--- config.mk ---
export PLATFORM = sky130hd
export DESIGN_NAME = sd_digit_capture_flat
export DESIGN_NICKNAME = d
export VERILOG_FILES = /design/src/rtl/sd_digit_capture_pkg.sv /design/src/rtl/sd_digit_capture_if.sv /design/src/rtl/sd_digit_capture_timeout_counter.sv /design/src/rtl/sd_digit_capture.sv /design/src/flat_wrapper.sv
export SDC_FILE = /design/constraint.sdc
export NUM_CORES = 1
export LEC_CHECK = 0
export ABC_AREA = 1
export CORE_MARGIN = 10
export CORE_UTILIZATION = 45
export CTS_CLUSTER_DIAMETER = 80
export DETAILED_ROUTE_END_ITERATION = 10
export PLACE_DENSITY = 0.7
export SYNTH_ARGS = -nofsm -noshare
export SYNTH_HDL_FRONTEND = slang
export SYNTH_HIERARCHICAL = 1
export SYNTH_SLANG_ARGS = --single-unit
export TNS_END_PERCENT = 30
--- constraint.sdc ---
create_clock -name clk -period 4.03 [get_ports clk]
set_input_delay 0.806 -clock clk [delete_from_list [all_inputs] [get_ports clk]]
set_output_delay 0.806 -clock clk [all_outputs]
set_load 0.02 [all_outputs]
--- src/rtl/sd_digit_capture_pkg.sv ---
// Shared types and constants for the SD-card digit capture block.
// Holds the controller state encoding, the ASCII digit bounds and the SD block size.
package sd_pkg;

    typedef enum logic [2:0] {
        ST_WAIT_INIT = 3'd0,
        ST_READY     = 3'd1,
        ST_READING   = 3'd2,
        ST_CHECK     = 3'd3,
        ST_ERROR     = 3'd4
    } state_e;

    localparam logic [7:0] ASCII_0        = 8'h30;
    localparam logic [7:0] ASCII_9        = 8'h39;
    localparam int unsigned SD_BLOCK_BYTES = 512;

    function automatic logic is_ascii_digit(input logic [7:0] b);
        return (b >= ASCII_0) && (b <= ASCII_9);
    endfunction

endpackage

--- src/rtl/sd_digit_capture_if.sv ---
// Block-read handshake between the digit capture block and the SD-card controller.
// The capture block is the master: it requests reads and consumes the byte stream.
interface sd_digit_capture_if;

    logic       sd_ready;
    logic       sd_error;
    logic       rd_req;
    logic [7:0] dout;
    logic       dout_valid;
    logic       rd_done;

    modport master (
        output rd_req,
        input  sd_ready, sd_error, dout, dout_valid, rd_done
    );

    modport slave (
        input  rd_req,
        output sd_ready, sd_error, dout, dout_valid, rd_done
    );

endinterface

--- src/rtl/sd_digit_capture_timeout_counter.sv ---
// Read watchdog: counts enabled cycles and flags the last allowed one.
// tc is high while enabled on cycle TIMEOUT_CYCLES-1 after a clear.
module timeout_counter #(
    parameter int unsigned TIMEOUT_CYCLES = 50_000_000
) (
    input  logic clk,
    input  logic rst_n,
    input  logic en,
    input  logic clr,
    output logic tc
);

    localparam int unsigned    CNT_W = (TIMEOUT_CYCLES > 1) ? $clog2(TIMEOUT_CYCLES) : 1;
    localparam logic [CNT_W-1:0] LAST = CNT_W'(TIMEOUT_CYCLES - 1);

    logic [CNT_W-1:0] cnt_q;
    logic [CNT_W-1:0] cnt_d;

    assign tc = en && (cnt_q == LAST);

    always_comb begin
        // NOTE: assign a default before any branch so the comb block never infers a latch.
        cnt_d = cnt_q;
        if (clr) begin
            cnt_d = '0;
        end else if (en && !tc) begin
            cnt_d = cnt_q + CNT_W'(1);
        end
    end

    // NOTE: sequential state uses non-blocking assignments so every flop samples pre-edge values.
    always_ff @(posedge clk or negedge rst_n) begin
        if (!rst_n) begin
            cnt_q <= '0;
        end else begin
            cnt_q <= cnt_d;
        end
    end

endmodule

--- src/rtl/sd_digit_capture.sv ---
// Requests one SD block read per button press, captures the byte at BYTE_OFFSET and
// presents it as a decimal digit for the display; supervises SD faults and read timeout.
module sd_digit_capture
    import sd_pkg::*;
#(
    parameter int unsigned BYTE_OFFSET    = 0,
    parameter int unsigned BLOCK_BYTES    = SD_BLOCK_BYTES,
    parameter int unsigned TIMEOUT_CYCLES = 50_000_000
) (
    input  logic                       clk,
    input  logic                       rst_n,
    sd_digit_capture_if.master         sd,
    input  logic                       rd_btn,
    input  logic                       clr_err,
    output logic [3:0]                 digit,
    output logic                       show_digit,
    output logic                       init_ok,
    output logic                       error_flag
);

    localparam logic [9:0]  OFFSET_IDX = 10'(BYTE_OFFSET);
    localparam logic [10:0] BLOCK_LIM  = 11'(BLOCK_BYTES);

    state_e     state_q, state_d;
    logic [9:0] byte_cnt_q, byte_cnt_d;
    logic [7:0] cap_q, cap_d;
    logic       cap_hit_q, cap_hit_d;
    logic       rd_req_q, rd_req_d;
    logic [3:0] digit_q, digit_d;
    logic       show_q, show_d;
    logic       init_ok_q, init_ok_d;
    logic       error_q, error_d;

    logic       timeout_tc;
    logic       start_read;
    logic       beat_ok;
    logic       digit_ok;

    assign start_read = (state_q == ST_READY) && (state_d == ST_READING);
    assign beat_ok    = (state_q == ST_READING) && sd.dout_valid
                        && ({1'b0, byte_cnt_q} < BLOCK_LIM);
    assign digit_ok   = cap_hit_q && is_ascii_digit(cap_q);

    timeout_counter #(
        .TIMEOUT_CYCLES (TIMEOUT_CYCLES)
    ) u_timeout (
        .clk   (clk),
        .rst_n (rst_n),
        .en    (state_q == ST_READING),
        .clr   (start_read),
        .tc    (timeout_tc)
    );

    always_ff @(posedge clk or negedge rst_n) begin
        if (!rst_n) begin
            state_q    <= ST_WAIT_INIT;
            byte_cnt_q <= '0;
            cap_q      <= '0;
            cap_hit_q  <= 1'b0;
            rd_req_q   <= 1'b0;
            digit_q    <= '0;
            show_q     <= 1'b0;
            init_ok_q  <= 1'b0;
            error_q    <= 1'b0;
        end else begin
            state_q    <= state_d;
            byte_cnt_q <= byte_cnt_d;
            cap_q      <= cap_d;
            cap_hit_q  <= cap_hit_d;
            rd_req_q   <= rd_req_d;
            digit_q    <= digit_d;
            show_q     <= show_d;
            init_ok_q  <= init_ok_d;
            error_q    <= error_d;
        end
    end

    // SD fault overrides everything; a dropped sd_ready aborts before rd_done or timeout.
    always_comb begin
        state_d = state_q;
        if (sd.sd_error) begin
            state_d = ST_ERROR;
        end else begin
            unique case (state_q)
                ST_WAIT_INIT: if (sd.sd_ready) state_d = ST_READY;
                ST_READY: begin
                    if (!sd.sd_ready)  state_d = ST_WAIT_INIT;
                    else if (rd_btn)   state_d = ST_READING;
                end
                ST_READING: begin
                    if (!sd.sd_ready)     state_d = ST_WAIT_INIT;
                    else if (sd.rd_done)  state_d = ST_CHECK;
                    else if (timeout_tc)  state_d = ST_ERROR;
                end
                ST_CHECK:     state_d = digit_ok ? ST_READY : ST_ERROR;
                ST_ERROR:     if (clr_err) state_d = ST_WAIT_INIT;
                default:      state_d = ST_WAIT_INIT;
            endcase
        end
    end

    always_comb begin
        byte_cnt_d = byte_cnt_q;
        cap_d      = cap_q;
        cap_hit_d  = cap_hit_q;
        digit_d    = digit_q;
        show_d     = show_q;
        rd_req_d   = start_read;
        init_ok_d  = state_d inside {ST_READY, ST_READING, ST_CHECK};
        error_d    = (state_d == ST_ERROR);

        if (start_read) begin
            byte_cnt_d = '0;
            cap_hit_d  = 1'b0;
        end else if (beat_ok) begin
            byte_cnt_d = byte_cnt_q + 10'd1;
            if (byte_cnt_q == OFFSET_IDX) begin
                cap_d     = sd.dout;
                cap_hit_d = 1'b1;
            end
        end

        // The digit only changes on a successful check; it is blanked on abort or error.
        if (state_d == ST_ERROR || state_d == ST_WAIT_INIT) begin
            show_d = 1'b0;
        end else if (state_q == ST_CHECK && state_d == ST_READY) begin
            digit_d = 4'(cap_q - ASCII_0);
            show_d  = 1'b1;
        end
    end

    assign sd.rd_req   = rd_req_q;
    assign digit       = digit_q;
    assign show_digit  = show_q;
    assign init_ok     = init_ok_q;
    assign error_flag  = error_q;

endmodule

--- src/flat_wrapper.sv ---
// flat-port wrapper written by rule: the top's interface ports become plain ports
module sd_digit_capture_flat import sd_pkg::*;
#(
    parameter int unsigned BYTE_OFFSET    = 0,
    parameter int unsigned BLOCK_BYTES    = SD_BLOCK_BYTES,
    parameter int unsigned TIMEOUT_CYCLES = 50_000_000
)
  (clk, rst_n, rd_btn, clr_err, digit, show_digit, init_ok, error_flag, sd_rd_req, sd_sd_ready, sd_sd_error, sd_dout, sd_dout_valid, sd_rd_done);
  sd_digit_capture_if sd_i ();
  input  logic clk;
  input  logic rst_n;
  input  logic rd_btn;
  input  logic clr_err;
  output logic [3:0] digit;
  output logic show_digit;
  output logic init_ok;
  output logic error_flag;
  output wire logic [$bits(sd_i.rd_req)-1:0] sd_rd_req;
  input wire logic [$bits(sd_i.sd_ready)-1:0] sd_sd_ready;
  input wire logic [$bits(sd_i.sd_error)-1:0] sd_sd_error;
  input wire logic [$bits(sd_i.dout)-1:0] sd_dout;
  input wire logic [$bits(sd_i.dout_valid)-1:0] sd_dout_valid;
  input wire logic [$bits(sd_i.rd_done)-1:0] sd_rd_done;
  assign sd_rd_req = sd_i.rd_req;
  assign sd_i.sd_ready = sd_sd_ready;
  assign sd_i.sd_error = sd_sd_error;
  assign sd_i.dout = sd_dout;
  assign sd_i.dout_valid = sd_dout_valid;
  assign sd_i.rd_done = sd_rd_done;
  sd_digit_capture #(.BYTE_OFFSET(BYTE_OFFSET), .BLOCK_BYTES(BLOCK_BYTES), .TIMEOUT_CYCLES(TIMEOUT_CYCLES)) u_core (.clk(clk), .rst_n(rst_n), .sd(sd_i), .rd_btn(rd_btn), .clr_err(clr_err), .digit(digit), .show_digit(show_digit), .init_ok(init_ok), .error_flag(error_flag));
endmodule
* After elaboration in Yosys (flattened, before gate mapping) *
Index checks and enable logic that the tools add are counted.
Widths: inputs -> output; s select.

operators by class
  add/sub/neg operators = 3
  multipliers = 0
  div/mod/pow operators = 0
  $lt $le $gt $ge = 3
  eq/ne operators = 9
  shift operators = 0
  multiplexer cells = 19
  bitwise operators = 2
  reductions and logical operators = 21

operators by type and width
  kind                   count
  $mux 26                2
  $mux 3                 9
  $add 26x1->26 const B  1
  $eq 26x26->1 const B   1
  $mux 10                2
  $pmux 3 s5             1
  $eq 3x2->1 const B     4
  $add 10x1->10 const B  1
  $logic_not 10->1       1
  $lt 10x10->1 const B   1
  $ge 8x6->1 const B     1
  $le 8x6->1 const B     1
  $logic_and 1x1->1      8
  $reduce_bool 2->1      4
  $eq 3x1->1 const B     2
  $eq 3x3->1 const B     2
  $logic_not 3->1        2
  $mux 1                 5
  $reduce_and 2->1       2
  $sub 4x1->4 const B    1
  $reduce_and 3->1       1
  $reduce_bool 3->1      1
  $not 1->1              2
  $logic_not 1->1        1
  $logic_or 1x1->1       1

word-level totals
  flip-flop bits (word level) = 56
  latch bits = 0
  RAM bits = 0
  ROM bits = 0
  output and inout bits = 8
  word-level logic and storage cells = 67
  memories = 0

* Logic depth before layout (Yosys ltp) *
Gate-level depths: netlist of the first run.

  depth after elaboration = 11
  mapped depth = 17
  mapped depth without buffers = 16

* Cells and area by module *
The synthesis of the first run kept the hierarchy.

modules (own cells, without submodules)
  module            instances  cells an instance  area an instance (sq um)  seq. area each (sq um)
  timeout_counter   1          282                1821.7                    650.6
  sd_digit_capture  1          207                1619.1                    750.7

* Worst setup path before layout of the first run *
Ideal clock, no wire load.

  kind = register to register
  from = register u_core.u_timeout.cnt_q[0]
  to = register u_core.u_timeout.cnt_q[11]
  setup time = 0.066 ns
  arrival = 2.227 ns
  required time = 3.964 ns
  slack = 1.737 ns
  cell stages (with the launch flop) = 16
  buffers on the path = 2
  clock period less this slack = 2.293 ns
  path through = dfrtp_1 > ha_1 > nand2_1 > nor2_2 > nand3_2 > nor3_1 > nand2_1 > nand2_1 > nand2_1 > nand3_2 > buf_6 > clkinv_2 > inv_1 > buf_1 > nand4_1 > nand2_1

between the ends
  cells in the longest elaborated chain, start to end = 10
  elaborated cells between the ends (all ways) = 15
  those cells by class = add/sub (1); eq/ne (2); mux (7); reduce/logical (5)

ends and longest elaborated chain
  element                                       RTL line                                RTL
  start, declared                               sd_digit_capture_timeout_counter.sv:16  logic [CNT_W-1:0] cnt_q;
  start signal, assigned                        sd_digit_capture_timeout_counter.sv:36  cnt_q <= cnt_d;
  $eq 26x26->1 *                                sd_digit_capture_timeout_counter.sv:19  assign tc = en && (cnt_q == LAST);
  $logic_and 1x1->1 *                           sd_digit_capture_timeout_counter.sv:19
  net u_core.timeout_tc                         sd_digit_capture.sv:34                  logic timeout_tc;
  $mux 3 *                                      sd_digit_capture.sv:93                  else if (timeout_tc) state_d = ST_ERROR;
  $mux 3 *                                      sd_digit_capture.sv:92                  else if (sd.rd_done) state_d = ST_CHECK;
  $mux 3 *                                      sd_digit_capture.sv:91                  if (!sd.sd_ready) state_d = ST_WAIT_INIT;
  $pmux 3 s5 *                                  sd_digit_capture.sv:84                  unique case (state_q)
  $mux 3 *                                      sd_digit_capture.sv:81                  if (sd.sd_error) begin
  $eq 3x2->1 *                                  sd_digit_capture.sv:39                  assign start_read = (state_q == ST_READY) && (state_d == ST_READING);
  $logic_and 1x1->1 *                           sd_digit_capture.sv:39
  net u_core.rd_req_d                           sd_digit_capture.sv:28                  logic rd_req_q, rd_req_d;
  $mux 26 or $reduce_bool 2->1 (tied branches)  -

The timed path passes the listed nets; every way through them passes the cells marked *. The select of a mux whose other input is x is not followed.
A chain may end at the register's enable or synchronous reset.

* Worst setup path after layout of the first run *
  from = register u_core.u_timeout.cnt_q[0]
  to = register u_core.u_timeout.cnt_q[18]

Same word-level chain as after synthesis.

==> results.md, run 1 <==
* Die Y at 107.4 um
* TritonCTS clock tree: built
* Iter 0 DRT Violations at ~120
* Grt ovf at 0
* Synth Register Bits at 56
* CTS sink cnt at 56
* Pwr/cell area at 250.3 nW/um^2
* DRC at 0
* Post-synthesis sequential area ratio at roughly two fifths
* Hold Violations, Final at 0
* Reg area at 1401 sq um
* Area contributors post-synth: dfrtp_1 41%, nand2_1 19%, nor2_1 6.2%
* Hold Path Depth at 2
* Synthesized area at ~3400 sq um
* Die area at approximately 12000 sq um
* Most frequent cells in the layout: 175 x nand2_1, 57 x nor2_1, 56 x inv_1, 56 x dfrtp_1, 41 x nand3_1
* Status: finished, final reports clean
* CP top delay family: simple AND/OR/NAND/NOR gates
* DR vias/cell at roughly 5
* Synth area leader: dfrtp_1
* MaxCap Viol Count at 0
* Post-synthesis cell count at slightly below 500
* # port buffers at 23
* Final worst path period share at 71.27%
* Wire length per cell at 12.65 um
* Initial antenna violation count at 0
* Crit Path Class: register to register
* CTS hold repair buffers at 0
* GRT Overall Usage at 14.12%
* Number of cell rows at 31
* Core box area at 7331 sq um
* Fillers at 700
* Crit-path cells: ha_1 -> nand2_1 -> nor2_2 -> nand3_2 -> nor3_1 -> nand2_1 -> nand2_1 -> nand2_1 -> nand3_2 -> clkinv_2 -> inv_1 -> buf_4 -> nand4_1 -> nand2_1
* Die width at 107.4 um
* Mean Syn Cell Area at 7.036 sq um
* Slew Limit Headroom at between 50% and 60%
* Worst path max stage delay at 0.43 ns
* Largest net degree at the start of global routing at 34
* Most frequent CP cell: nand2_1
* Hold Crit Class: register to register
* Vias in the first global route at 2973
* Clk_skew at 0.006402 ns
* GP Congestion at 0.8651
* Vias at 3059
* Crit end category: register
* Worst-margin pin slew at about 0.75 ns
* Final core occ at 52.26%
* Area growth, synth to finish at 11.35%
* Drt total wl at 7.739 mm
* Commonest non-fill, non-tap cell in the layout: nand2_1
* Clk slew on worst S/H paths at 0.11 ns
* Post-DRT Antenna Nets at 0
* Final Max Slew Viols at 0
* Area share of the largest cell type after synthesis at 40.73%
* HPWL after DPL at 5.669 mm
* Synth cell types at 34
* Resize count post-CTS at 0
* Crit start category: register
* Nets at between 500 and 600
* Fraction of layout cells with a size suffix above 1 at 6.823%
* CP arrival at about 3.1 ns
* Syn nets at 508
* CP Buf/Inv Count at 3
* Root cell of the clock tree: clkbuf_8
* # diodes at 0
* Max stage delay cell, worst path: dfrtp_1
* Peak supply drop at 113.4 uV
* Setup TNS at 0 ns
* Clock H-tree levels at 2
* Synth warn at 6
* Max FO, Critical Path at 13
* Critical path depth in cells at 14
* Leakage power at 1.952 nW
* Final setup fails at 0
* Critical Path RT at 4.29 ns
* Fin crit period at 2.872 ns
* CTS buffer count at 5
* RSZ-0062 raised after global routing: no
* Footprint of the multi-input gates at approximately 1700 sq um
* First-pass GRT wire length at 13.60 mm
* Initial Utilization at a little under half
* Clock Tree Buf Depth at 2
* Worst R2R Path Depth at 14
* Clock latency on the worst-skew pair at ~0.32 ns
* Setup Fix Bufs, Post-CTS at 0
* IO Pins at 24
* Detailed Routing Iterations Pass 1 at 5
* Achievable clock frequency at roughly 350 MHz
sequential cells by signal, indices dropped and copies added (netlist names):
signal / flops
u_core/cap_hit_q: 1
u_core/u_timeout/cnt_q: 26
u_core/init_ok: 1
u_core/byte_cnt_q: 10
u_core/cap_q: 8
u_core/state_q: 3
u_core/error_flag: 1
u_core/digit: 4
u_core/sd.rd_req: 1
u_core/show_digit: 1
worst paths after layout:
kind                                                       startpoint                                      to  slack [ns]
worst max-delay path            u_core/u_timeout/cnt_q[0]$_DFFE_PN0P_  u_core/u_timeout/cnt_q[18]$_DFFE_PN0P_        1.16
worst min-delay path                      u_core/digit[2]$_DFFE_PN0P_             u_core/digit[2]$_DFFE_PN0P_        0.48
worst max register to register  u_core/u_timeout/cnt_q[0]$_DFFE_PN0P_  u_core/u_timeout/cnt_q[18]$_DFFE_PN0P_        1.16
worst min register to register            u_core/digit[2]$_DFFE_PN0P_             u_core/digit[2]$_DFFE_PN0P_        0.48
max in group asynchronous                                       rst_n  u_core/u_timeout/cnt_q[11]$_DFFE_PN0P_        2.69
min in group asynchronous                                       rst_n             u_core/cap_q[4]$_DFFE_PN0P_        0.54
kinds of logic (layout without fill, tap and decap cells):
| logic type | Yosys count | count (layout) | share of synthesized area [%] |
|---|---|---|---|
| xor+xnor | 5 | 5 | 1.273 |
| fa+ha+maj | 3 | 3 | 1.091 |
| compound gates | 26 | 26 | 4.146 |
| buf+inv | 69 | 93 | 8.436 |
| flops | 56 | 56 | 40.73 |
| simple gates | 330 | 330 | 44.33 |
layout make-up:
type                            count  area share (%)
Clock buffer                        5           1.796
Timing Repair Buffer               25           6.270
Sequential cell                    56           36.58
Inverter                           60           5.911
Multi-Input combinational cell    364           45.66
Clock inverter                      3          0.5552
Tap cell                           99           3.233
worst min-delay path, cell delays in order, from the launching register on:
cell     delay [ns]
dfrtp_1        0.36
nand2_1        0.05
nand2_1        0.05
power breakdown:
part	leakage, nW	switching, W	internal [W]
logic	1.17	0.0000346	0.0000237
registers	0.740	0.00000738	0.000568
clock network	0.0445	0.000201	0.000124
total	1.95	0.000243	0.000716
per-layer routing:
metal / share of wire [%] / track usage [%] / wire length [um] / vias up
met3: 5.2 / 2.814 / 400 / 8
met1: 47 / 17.75 / 3661 / 1398
met2: 47 / 24.08 / 3616 / 58
met4: 0.79 / 3.721 / 61 / 0
li1: - / - / - / 1595
met5: 0 / 0 / 0 / -
synthesized netlist by cell type, drive strengths merged:
cell and count:
a21oi 6, nand2 178, dfrtp 56, o21bai 4
a21o 1, nor3b 2, nor3 6, or2 1
nor2 67, clkbuf 1, nand3b 1, xor2 5
buf 8, nand4 27, ha 3, clkinv 2
nor4 1, nand3 47, o21ai 15, inv 58
through the flow:
step	instance area, sq um	hold WS (ns)	power, W	std cells	worst slack [ns]
after detailed placement	3741	0.4594	0.0006461	604	1.073
after global placement	3741	0.4541	0.0006446	604	1.111
after global routing	3831	0.5037	0.001001	612	0.7734
final	3831	0.4831	0.0009589	612	1.158
after CTS	3831	0.4867	0.0009710	612	1.187
after floorplan	3441	0.4415	0.0006098	489	1.737
Power figures use the tool's default switching activity.
==> inputs of run 2 (changes only) <==
Clock period 4.03 ns to 2.8 ns, I/O delays scaled along.
==> run 2 against run 1 <==
Sequential cell count did not move; non-clock buffer count increased by 6; sequential share of layout area down 0.78 points; critical path depth stayed put; die area stayed put; final area rose by 2.2%; global-route usage is essentially flat; worst hold slack got worse by 0.33 ns; worst setup slack got worse by 0.76 ns; cell count is 0.82% higher; combinational power is 49% higher.
==> results.md, run 2 (same netlist as run 1, synthesis figures left out) <==
* Initial antenna violation count at 0 (unchanged)
* DR vias/cell at 5.010 (+0.23%)
* Clk slew on worst S/H paths at 0.10 ns (about the same)
* Hold Crit Class: input port to async pin
* Hold Violations, Final at 0 (unchanged)
* RSZ-0062 raised after global routing: no
* HPWL after DPL at 6.005 mm (+5.9%)
* Clock latency on the worst-skew pair at 0.31 ns (about the same)
* Post-DRT Antenna Nets at 0 (unchanged)
* Worst-margin pin slew at 0.3443 ns (-0.4051 ns)
* CP arrival at 2.61 ns (-0.52 ns)
* Slew Limit Headroom at 77.05% (+27 points)
* Max stage delay cell, worst path: dfrtp_1
* Clock Tree Buf Depth at 2 (unchanged)
* DR WL met3 at 372 um (-7.0%)
* First-pass GRT wire length at 13.68 mm (+0.56%)
* Vias at 3091 (+1.0%)
* Fin area at 3915 sq um (+2.2%)
* Biggest register: u_core/u_timeout/cnt_q
* # port buffers at 23 (unchanged)
* TritonCTS clock tree: built
* Core box area at 7331 sq um (unchanged)
* Met1 WL at 3.792 mm (+3.6%)
* Clock power share at 39.9% (+6.0 points)
* Setup Fix Bufs, Post-CTS at 0 (unchanged)
* DRC at 0 (unchanged)
* Pwr/cell area at 389.0 nW/um^2 (+55%)
* Switching power of the nets at 0.0003171 W (+30%)
* Largest register FFs at 26 (unchanged)
* Achievable clock frequency at 416.3 MHz (+20%)
* Die width at 107.4 um (unchanged)
* Crit-path cells: ha_1 -> nand2_1 -> nor2_2 -> nand3_2 -> nor3_1 -> nand2_1 -> nand2_1 -> nand2_1 -> nand3_2 -> clkinv_2 -> inv_1 -> buf_4 -> nand3_1 -> o21ai_0
* Status: finished, final reports clean
* CTS buffer count at 5 (unchanged)
* Sequential fraction of design power at 54.4% (-5.6 points)
* Crit end category: register
* Commonest non-fill, non-tap cell in the layout: nand2_1
* Logic gate share of total power at 5.7% (-0.4 points)
* Switching part of the total at 20.82% (-4.5 points)
* Clk_skew at 0.01340 ns (+0.006997 ns)
* WL met2 at 3.675 mm (+1.6%)
* Leakage power at 1.999 nW (+2.4%)
* Max FO, Critical Path at 10 (-3)
* Peak supply drop at 203.8 uV (+80%)
* Grt ovf at 0 (unchanged)
* CP top delay family: simple AND/OR/NAND/NOR gates
* Die Y at 107.4 um (unchanged)
* Number of cell rows at 31 (unchanged)
* Final Max Slew Viols at 0 (unchanged)
* # diodes at 0 (unchanged)
* CP Buf/Inv Count at 3 (unchanged)
* GP Congestion at 0.8746 (+1.1%)
* Nets at 537 (+1.1%)
* Pint at 0.001206 W (+68%)
* Vias in the first global route at 2958 (-0.50%)
* Iter 0 DRT Violations at 153 (+25%)
* Most frequent CP cell: nand2_1
* Worst path max stage delay at 0.42 ns (about the same)
* GRT Overall Usage at 14.08% (-0.046 points)
* CTS sink cnt at 56 (unchanged)
* Crit Path Class: register to register
* Area growth, synth to finish at 13.78%
* Largest net degree at the start of global routing at 23 (-32%)
* Initial Utilization at 46.94% (unchanged)
* Setup TNS at 0 ns (unchanged)
* IO Pins at 24 (unchanged)
* Die area at 11540 sq um (unchanged)
* Resize count post-CTS at 0 (unchanged)
* Post-DP Area at 3786 sq um (+1.2%)
* Fin crit period at 2.402 ns (-0.4701 ns)
* Critical Path RT at 3.01 ns (-1.28 ns)
* Final worst path period share at 85.80% (+15 points)
* Top sig layer: met4
* MaxCap Viol Count at 0 (unchanged)
* Regs by FF count: u_core/u_timeout/cnt_q (26), u_core/byte_cnt_q (10), u_core/cap_q (8)
* Wire length per cell at 12.79 um (+1.1%)
* Final setup fails at 0 (unchanged)
* Root cell of the clock tree: clkbuf_8
* Most frequent cells in the layout: 175 x nand2_1, 57 x nor2_1, 56 x inv_1, 56 x dfrtp_1, 41 x nand3_1
* Fraction of layout cells with a size suffix above 1 at 7.722% (+0.90 points)
* Drt total wl at 7.891 mm (+2.0%)
* Clock H-tree levels at 2 (unchanged)
* Detailed Routing Iterations Pass 1 at 5 (unchanged)
* Crit start category: register
* CTS hold repair buffers at 0 (unchanged)
-- run 2: cell count changes in the layout (fill, tap and decap cells not counted), sizes merged --
cell | previous run | this run
clkinvlp | 1 | 0
bufinv | 0 | 2
inv | 59 | 58
clkinv | 3 | 2
buf | 3 | 9
-- run 2: metal layers --
layer,track usage (%),up-vias
li1,-,1606
met1,17.73,1431
met2,24.04,49
met3,2.994,5
met4,3.244,0
met5,0,-
-- run 2: stage by stage --
stage	total power (W)	hold WS (ns)	setup slack, ns	util, %	cells
floorplan	0.0008777	0.2644	0.5073	-	489
global placement	0.0009312	0.4532	0.5369	51.65	610
detailed placement	0.0009328	0.4611	0.4331	51.65	610
CTS	0.001543	0.1459	0.3913	53.41	617
global route	0.001590	0.1557	0.09467	53.41	617
finish	0.001523	0.1500	0.3977	53.41	617
-- run 2: power groups by stage --
stage               clock network (W)  logic (W)  registers (W)
finish                       0.000608  0.0000870       0.000828
detailed placement                  0  0.0000889       0.000844
CTS                          0.000626  0.0000896       0.000828
global placement                    0  0.0000875       0.000844
floorplan                           0  0.0000338       0.000844
global route                 0.000661  0.0000990       0.000830
-- run 2: path summary, 6_finish.rpt --
kind,from,end,depth (start not counted),slack [ns]
max in group asynchronous,rst_n,u_core/byte_cnt_q[5]$_DFFE_PN0P_,2,2.03
worst min register to register,u_core/digit[3]$_DFFE_PN0P_,u_core/digit[3]$_DFFE_PN0P_,2,0.48
worst max-delay path,u_core/u_timeout/cnt_q[0]$_DFFE_PN0P_,u_core/u_timeout/cnt_q[0]$_DFFE_PN0P_,14,0.40
worst max register to register,u_core/u_timeout/cnt_q[0]$_DFFE_PN0P_,u_core/u_timeout/cnt_q[0]$_DFFE_PN0P_,14,0.40
min in group clk,u_core/digit[3]$_DFFE_PN0P_,u_core/digit[3]$_DFFE_PN0P_,2,0.48
worst min-delay path,rst_n,u_core/u_timeout/cnt_q[13]$_DFFE_PN0P_,1,0.15
-- run 2: cell type report --
class | instances | area, sq um
inverter | 60 | 226.5
timing repair buffer | 31 | 285.3
clock buffer | 5 | 68.82
multi-input combinational | 364 | 1749
fill | 703 | 3416
tap | 99 | 123.9
sequential | 56 | 1401
clock inverter | 2 | 60.06
